File: src/rtl/mem_arbiter.sv
// mem_arbiter: shares one memory port between an instruction-cache and a data-cache requester
// Ports: clk, reset (async, active-high)
//   i_req, i_addr -> i_rdata, i_valid, i_done            instruction line-fill port
//   d_rd, d_wr, d_addr, d_wdata -> d_rdata, d_valid, d_done   data fill / write-through port
//   mem_read, mem_write, mem_addr, mem_wdata -> memory; mem_rdata, mem_ready <- memory
// Option: define MEM_ARBITER_RR_EN for round-robin port arbitration instead of data-first.
module mem_arbiter #(
    parameter int BURST_LEN = 4,
    parameter int WORD_SIZE = 16
) (
    input  logic                 clk,
    input  logic                 reset,
    input  logic                 i_req,
    input  logic [WORD_SIZE-1:0] i_addr,
    output logic [WORD_SIZE-1:0] i_rdata,
    output logic                 i_valid,
    output logic                 i_done,
    input  logic                 d_rd,
    input  logic                 d_wr,
    input  logic [WORD_SIZE-1:0] d_addr,
    input  logic [WORD_SIZE-1:0] d_wdata,
    output logic [WORD_SIZE-1:0] d_rdata,
    output logic                 d_valid,
    output logic                 d_done,
    output logic                 mem_read,
    output logic                 mem_write,
    output logic [WORD_SIZE-1:0] mem_addr,
    output logic [WORD_SIZE-1:0] mem_wdata,
    input  logic [WORD_SIZE-1:0] mem_rdata,
    input  logic                 mem_ready
);
    localparam int BW = $clog2(BURST_LEN);
    localparam logic [WORD_SIZE-1:0] ALIGN = ~(WORD_SIZE'(BURST_LEN - 1));
    typedef enum logic [2:0] {IDLE, I_FILL, D_FILL, D_WRITE, RESP} state_t;
    state_t state, state_nx;
    logic [BW-1:0] beat;
    logic owner_d;
    logic [WORD_SIZE-1:0] base, wdata;
    logic d_req, grant_d, fill, last_beat;
    assign d_req = d_rd | d_wr;
`ifdef MEM_ARBITER_RR_EN
    // last_d remembers which port was served last; the other port wins a tie
    logic last_d;
    assign grant_d = d_req & (~i_req | ~last_d);
    always_ff @(posedge clk or posedge reset) begin
        if (reset)
            last_d <= 1'b0;
        else if (state == IDLE && (d_req || i_req))
            last_d <= grant_d;
    end
`else
    assign grant_d = d_req;
`endif
    assign last_beat = beat == BW'(BURST_LEN - 1);
    assign fill = state == I_FILL || state == D_FILL;
    always_comb begin
        state_nx = state;
        case (state)
            IDLE:           state_nx = grant_d ? (d_wr ? D_WRITE : D_FILL) : (i_req ? I_FILL : IDLE);
            I_FILL, D_FILL: state_nx = mem_ready && last_beat ? RESP : state;
            D_WRITE:        state_nx = mem_ready ? RESP : state;
            default:        state_nx = IDLE;
        endcase
    end
    always_ff @(posedge clk or posedge reset) begin
        if (reset) begin
            state   <= IDLE;
            beat    <= '0;
            owner_d <= 1'b0;
            base    <= '0;
            wdata   <= '0;
        end else begin
            state <= state_nx;
            if (state == IDLE) begin
                owner_d <= grant_d;
                base    <= grant_d ? (d_wr ? d_addr : d_addr & ALIGN) : i_addr & ALIGN;
                wdata   <= d_wdata;
                beat    <= '0;
            end else if (fill && mem_ready) begin
                // power-of-two burst: beat wraps back to 0 after the last word
                beat <= beat + 1'b1;
            end
        end
    end
    assign mem_read  = fill;
    assign mem_write = state == D_WRITE;
    assign mem_addr  = fill ? base + WORD_SIZE'(beat) : (mem_write ? base : '0);
    assign mem_wdata = mem_write ? wdata : '0;
    assign i_valid   = state == I_FILL && mem_ready;
    assign d_valid   = state == D_FILL && mem_ready;
    assign i_rdata   = i_valid ? mem_rdata : '0;
    assign d_rdata   = d_valid ? mem_rdata : '0;
    assign i_done    = state == RESP && !owner_d;
    assign d_done    = state == RESP && owner_d;
endmodule

File: config.mk
export PLATFORM = sky130hd
export DESIGN_NAME = mem_arbiter
export DESIGN_NICKNAME = d
export VERILOG_FILES = /design/src/rtl/mem_arbiter.sv
export SDC_FILE = /design/constraint.sdc
export NUM_CORES = 1
export LEC_CHECK = 0
export ABC_AREA = 1
export CORE_MARGIN = 4
export CORE_UTILIZATION = 36
export DETAILED_ROUTE_END_ITERATION = 10
export GPL_ROUTABILITY_DRIVEN = 0
export PLACE_DENSITY = 0.89
export SLEW_MARGIN = 20
export SYNTH_ARGS = -nofsm -noshare
export SYNTH_HDL_FRONTEND = slang
export SYNTH_SLANG_ARGS = --single-unit
File: constraint.sdc
create_clock -name clk -period 1.7 [get_ports clk]
set_input_delay 0.255 -clock clk [delete_from_list [all_inputs] [get_ports clk]]
set_output_delay 0.255 -clock clk [all_outputs]
set_load 0.05 [all_outputs]
==> results.yml, run 1 <==
run_status:
  status: "complete, but fails checks"
  violations: "negative setup slack"
final_layout:
  final_nets: 648
  layout_common_cells: "79 x buf_12, 67 x clkdlybuf4s50_1, 57 x nor2_4, 56 x inv_1, 54 x nand2_1"
  instances_no_fill: 672
  drive_above_1_share: 0.4696
  layout_commonest_cell: "buf_12"
  syn2layout_area_growth_pct: 145.2
sta:
  hold_violations: 0
  maxSlewViolCount: 0
  slew_headroom: 0.6089
  rsz0062_at_grt: "yes"
  tightest_slew_ns: 0.5860
  finalSetupViolCount: 82
  finalCritPeriodShare: 1.596
  hold_slack_ns: 0.3710
  period_minus_slack_ns: 2.714
  clock.fmax_mhz: 368.5
  fin_skew_ns: 0.01230
  fin_ws_ns: -1.014
power_and_ir_drop:
  p_comb_frac: 0.750
  leakagePower_nw: 2.677
  p_per_area_nw_per_um2: 1841
  seqPwrFrac: 0.162
  clkPwrFrac: 0.088
  net-switching-power_mw: 5.909
  internal_power_mw: 5.619
  swShare: 0.5126
  vdd_drop_max_mv: 1.110
synthesis:
  syn_avg_cell_area_um2: 6.792
  synth_nets: 450
  synth_area_um2: 2554
  synth_ff_type: "dfrtp_1"
  ys_seq_elements: 38
  syn_inst: 376
  synth.area.top_cells: "dfrtp_1 37%, nor2_1 12%, nand2_1 11%, inv_1 8.8%, o21ai_0 5.7%"
  synthArstFlopShare: 1.000
  ys_types: 28
  synth_edf_count: 0
  yosysWarnings: 0
  ys_seq_area_frac: 0.3724
  synth_top_area_cell: "dfrtp_1"
  yosysTopAreaCellShare: 0.3724
die:
  die_height_um: 92.23
  start_util: 0.3738
  ios: 140
  die_area_um2: 8505
  core_area_um2: 6832
  die_w_um: 92.23
  rows: 30
global_route:
  grt_overflow: 0
  grt_max_degree: 39
  grt_first_pass_wirelength_mm: 22.81
  grt_use_total: 0.3482
  antenna_found_initial: 1
  first_global_vias: 4093
cts:
  htree_num_levels: 2
  clkTransAtPathRegs_ns: 0.09
  clock_sinks: 38
  clockRootBuffer: "clkbuf_8"
  numCtsBuffers: 5
  clock_path_buffers: 2
  hold_buffers: 0
  clk_latency_ns: 0.32
  cts_tree: "yes"
route:
  routed_wl_mm: 17.45
  top_layer: "met4"
  drt_iter0_drc: 409
  vias: 4026
  firstDrtPassIters: 6
  wl_per_cell_um: 25.97
  drc: 0
  antenna_left: 0
  routed-wl-met2_mm: 8.424
  wl_met1_mm: 5.671
  avgViaCountPerCell: 5.991
  wl_met3_mm: 1.811
critical_path:
  r2r_start: "state[0]"
  crit_slowest_cell: "dfrtp_1"
  crit_chain: "ha_4 -> inv_4 -> fa_2 -> inv_2 -> nand2_4 -> nor2_4 -> nand2_2 -> o21ai_2 -> o22ai_4 -> buf_6"
  critPathKind: "reg2out"
  critPathTopFamily: "adder cells"
  critPathMaxFanout: 5
  crit_buf_inv: 3
  cp.arrival_ns: 2.46
  worst_setup_path_end_kind: "output port"
  worstSetupStartpointType: "flip-flop"
  crit_start: "beat[0]"
  required_ns: 1.44
  critPathMaxStageDelay_ns: 0.45
placed_design:
  place_hpwl_mm: 8.394
  port_buffers: 137
  placedCellCount: 629
job:
  drv_cap: 0
min_path:
  hold_path_class: "in2async"
[cells in the mapped netlist, drive strengths merged, types with 2 or more instances]
cell	instances
o22ai	19
inv	64
buf	10
clkbuf	5
nand3	18
a21oi	3
nand4	5
nand2	74
xor2	2
dfrtp	38
ha	3
nor2	84
nor3	2
o21ai	46
[registers in the layout, indices dropped and copies added, names as in the netlist]
| name | cells |
|---|---|
| state | 3 |
| owner_d | 1 |
| wdata | 16 |
| base | 16 |
| beat | 2 |
[final timing paths]
check	depth (start not counted)	endpoint	slack (ns)
worst min-delay path	3	wdata[0]	0.37
worst max register to register	10	wdata[0]	-0.07
min in group clk	3	wdata[15]	0.48
max in group asynchronous	3	state[0]	0.93
worst max-delay path	10	mem_addr[8]	-1.01
worst min register to register	2	wdata[5]	0.57
[tightest hold or removal path, cell delays in order]
cell             delay [ns]
clkdlybuf4s50_1        0.41
inv_1                  0.05
buf_4                  0.44
[layer usage]
layer | vias to the layer above | track usage
li1 | 1589 | -
met1 | 1893 | 0.3613
met2 | 401 | 0.6089
met3 | 143 | 0.1173
met4 | 0 | 0.2017
met5 | - | 0
[cell families after synthesis]
kind of cell,count (synthesis),synth area share
DFF,38,0.3724
xor gates and xnor gates,2,0.006861
adders and majority gates,4,0.02254
and+or+nand+nor,183,0.2949
buffers and inverters,80,0.1440
AOI/OAI and AO/OA,69,0.1592
[through the flow]
| step | worst slack [ns] | setup TNS (ns) | utilization | power, mW | instance area (um^2) |
|---|---|---|---|---|---|
| finish | -1.014 | -26.75 | 0.9167 | 11.53 | 6262 |
| global route | -1.028 | -28.65 | 0.9167 | 11.73 | 6262 |
| detailed placement | -0.3933 | -4.314 | 0.7837 | 8.221 | 5354 |
| CTS | -0.7473 | -18.15 | 0.8775 | 10.18 | 5995 |
| global placement | -0.2860 | -1.939 | 0.7837 | 7.941 | 5354 |
| floorplan | -0.1789 | -4.884 | - | 5.495 | 2997 |
[power groups by stage]
stage                     clock [mW]  sequential, mW  combinational, mW
after floorplan                    0            1.60               3.90
after global placement             0            1.64               6.30
after detailed placement           0            1.68               6.54
after CTS                      0.977            1.70               7.50
after global routing            1.05            1.85               8.83
final                           1.02            1.86               8.65
[repair_timing]
item / 4_1_cts / 5_1_grt
pin swaps: 24 / 25
cloned: 2 / 1
setup buffers: 15 / 21
endpoints found under the setup margin: 71 / 103
gates resized for setup: 85 / 37
[final cells by class]
class,count,area (um^2)
clock buffer,6,82.58
sequential,38,952.2
tap,96,120.1
clock inverter,2,60.06
timing repair buffer,206,2838
fill,205,569.3
antenna,1,2.502
inverter,65,270.3
multi-input combinational,258,1937
Note: power is estimated with default switching activity, not from simulation.
==> run 2, diff against run 1 <==
--- a/config.mk
+++ b/config.mk
@@ -11,6 +11,7 @@
 export DETAILED_ROUTE_END_ITERATION = 10
 export GPL_ROUTABILITY_DRIVEN = 0
 export PLACE_DENSITY = 0.89
+export SKIP_CTS_REPAIR_TIMING = 1
 export SLEW_MARGIN = 20
 export SYNTH_ARGS = -nofsm -noshare
 export SYNTH_HDL_FRONTEND = slang
==> results.yml, run 2 (synthesis gave the netlist of run 1 again) <==
critical_path:
  required_ns: 1.44
  endpoint: "mem_addr[8]"
  reg2reg_slack_ns: -0.03
  critPathKind: "reg2out"
  crit_start: "beat[0]"
  worstSetupStartpointType: "flip-flop"
  ff2ff_path_depth: 8
  worst_setup_path_end_kind: "output port"
  critPathMaxFanout: 5
  r2r-end: "base[7]"
  cp.arrival_ns: 2.36
  r2r_start: "state[0]"
route:
  firstDrtPassIters: 11
  wl_per_cell_um: 23.54
  vias: 3787
  antenna_left: 0
  avgViaCountPerCell: 5.791
  drt_iter0_drc: 500
  routed_wl_mm: 15.40
  drc: 1
die:
  die_area_um2: 8505
  die_height_um: 92.23
  rows: 30
  ios: 140
  start_util: 0.3738
  die_w_um: 92.23
  core_area_um2: 6832
global_route:
  grt_use_total: 0.2682
  antenna_found_initial: 0
  grt_max_degree: 39
  first_global_vias: 3624
  grt_first_pass_wirelength_mm: 18.24
  grt_overflow: 0
cts:
  numCtsBuffers: 5
  clock_path_buffers: 2
  clockRootBuffer: "clkbuf_8"
  clk_latency_ns: 0.32
  clock_sinks: 38
  htree_num_levels: 2
  clkTransAtPathRegs_ns: 0.10
  cts_tree: "yes"
final_layout:
  reg_top3: "base: 16 flops, wdata: 16 flops, state: 3 flops"
  antenna-diode-count: 0
  syn2layout_area_growth_pct: 135.7
  final_nets: 631
  n_fill_cell: 277
  drive_above_1_share: 0.4498
  layout_commonest_cell: "buf_12"
  layout_common_cells: "75 x buf_12, 67 x clkdlybuf4s50_1, 57 x nor2_4, 56 x inv_1, 54 x nand2_1"
power_and_ir_drop:
  p_per_area_nw_per_um2: 1789
  finalPower_mw: 10.77
  vdd_drop_max_mv: 1.044
  leakagePower_nw: 2.558
sta:
  slew_headroom: 0.6372
  tightest_slew_ns: 0.5436
  rsz0062_at_grt: "yes"
  clock.fmax_mhz: 382.5
  hold_violations: 0
  period_minus_slack_ns: 2.614
  fin_ws_ns: -0.9141
  finalCritPeriodShare: 1.538
  finalSetupViolCount: 74
  fin_skew_ns: 0.01126
  final.setup.tns_ns: -25.28
  maxSlewViolCount: 0
job:
  drv_cap: 0
placed_design:
  place_hpwl_mm: 8.394
  port_buffers: 137
run_status:
  violations: "design-rule violations, negative setup slack"
  status: "complete, but fails checks"
min_path:
  hold_path_class: "in2async"
## run 2: layout make-up
cell class,instances,area (um^2),area share
clock buffer,6,82.58,0.01372
clock inverter,2,60.06,0.009977
inverter,65,260.3,0.04323
multi-input combinational,258,1913,0.3178
sequential,38,952.2,0.1582
tap,96,120.1,0.01995
timing repair buffer,189,2631,0.4371
## run 2: metrics by stage
step,instance area [um^2],worst slack (ns),utilization,hold WS [ns],instances
finish,6020,-0.9141,0.8811,0.3721,654
CTS,5497,-0.8266,0.8046,0.3918,637
detailed placement,5354,-0.3933,0.7837,0.4961,629
global placement,5354,-0.2860,0.7837,0.4708,629
global route,6020,-1.057,0.8811,0.4150,654
floorplan,2997,-0.1789,-,0.3760,376
## run 2: critical path, cell delays in order (launching register included)
cell and delay, ns:
dfrtp_1 0.43, ha_4 0.17, inv_2 0.04, fa_2 0.37
inv_2 0.11, nand2_4 0.09, nor2_4 0.22, nand2_2 0.09
o21ai_2 0.23, o22ai_4 0.11, buf_6 0.16
## run 2: power breakdown
part           leakage [nW]  switching, mW  internal [mW]
combinational          2.02           4.68           3.25
sequential            0.467          0.462           1.35
clock                0.0714          0.402          0.627
## run 2: routing by layer
| metal | vias to the layer above | track usage | part of all wire |
|---|---|---|---|
| met1 | 1746 | 0.2867 | 0.31 |
| met3 | 138 | 0.05989 | 0.11 |
| met2 | 352 | 0.4903 | 0.49 |
| li1 | 1551 | - | - |
| met5 | - | 0 | 0 |
| met4 | 0 | 0.1374 | 0.090 |
## run 2: how the worst min path moves through the flow
stage | from | end | slack (ns) | depth (start not counted)
floorplan | d_wdata[10] | wdata[10] | 0.38 | 2
global placement | state[2] | state[2] | 0.47 | 1
detailed placement | state[2] | state[2] | 0.50 | 1
CTS | reset | wdata[6] | 0.39 | 3
global route | reset | wdata[3] | 0.42 | 3
finish | reset | base[5] | 0.37 | 3
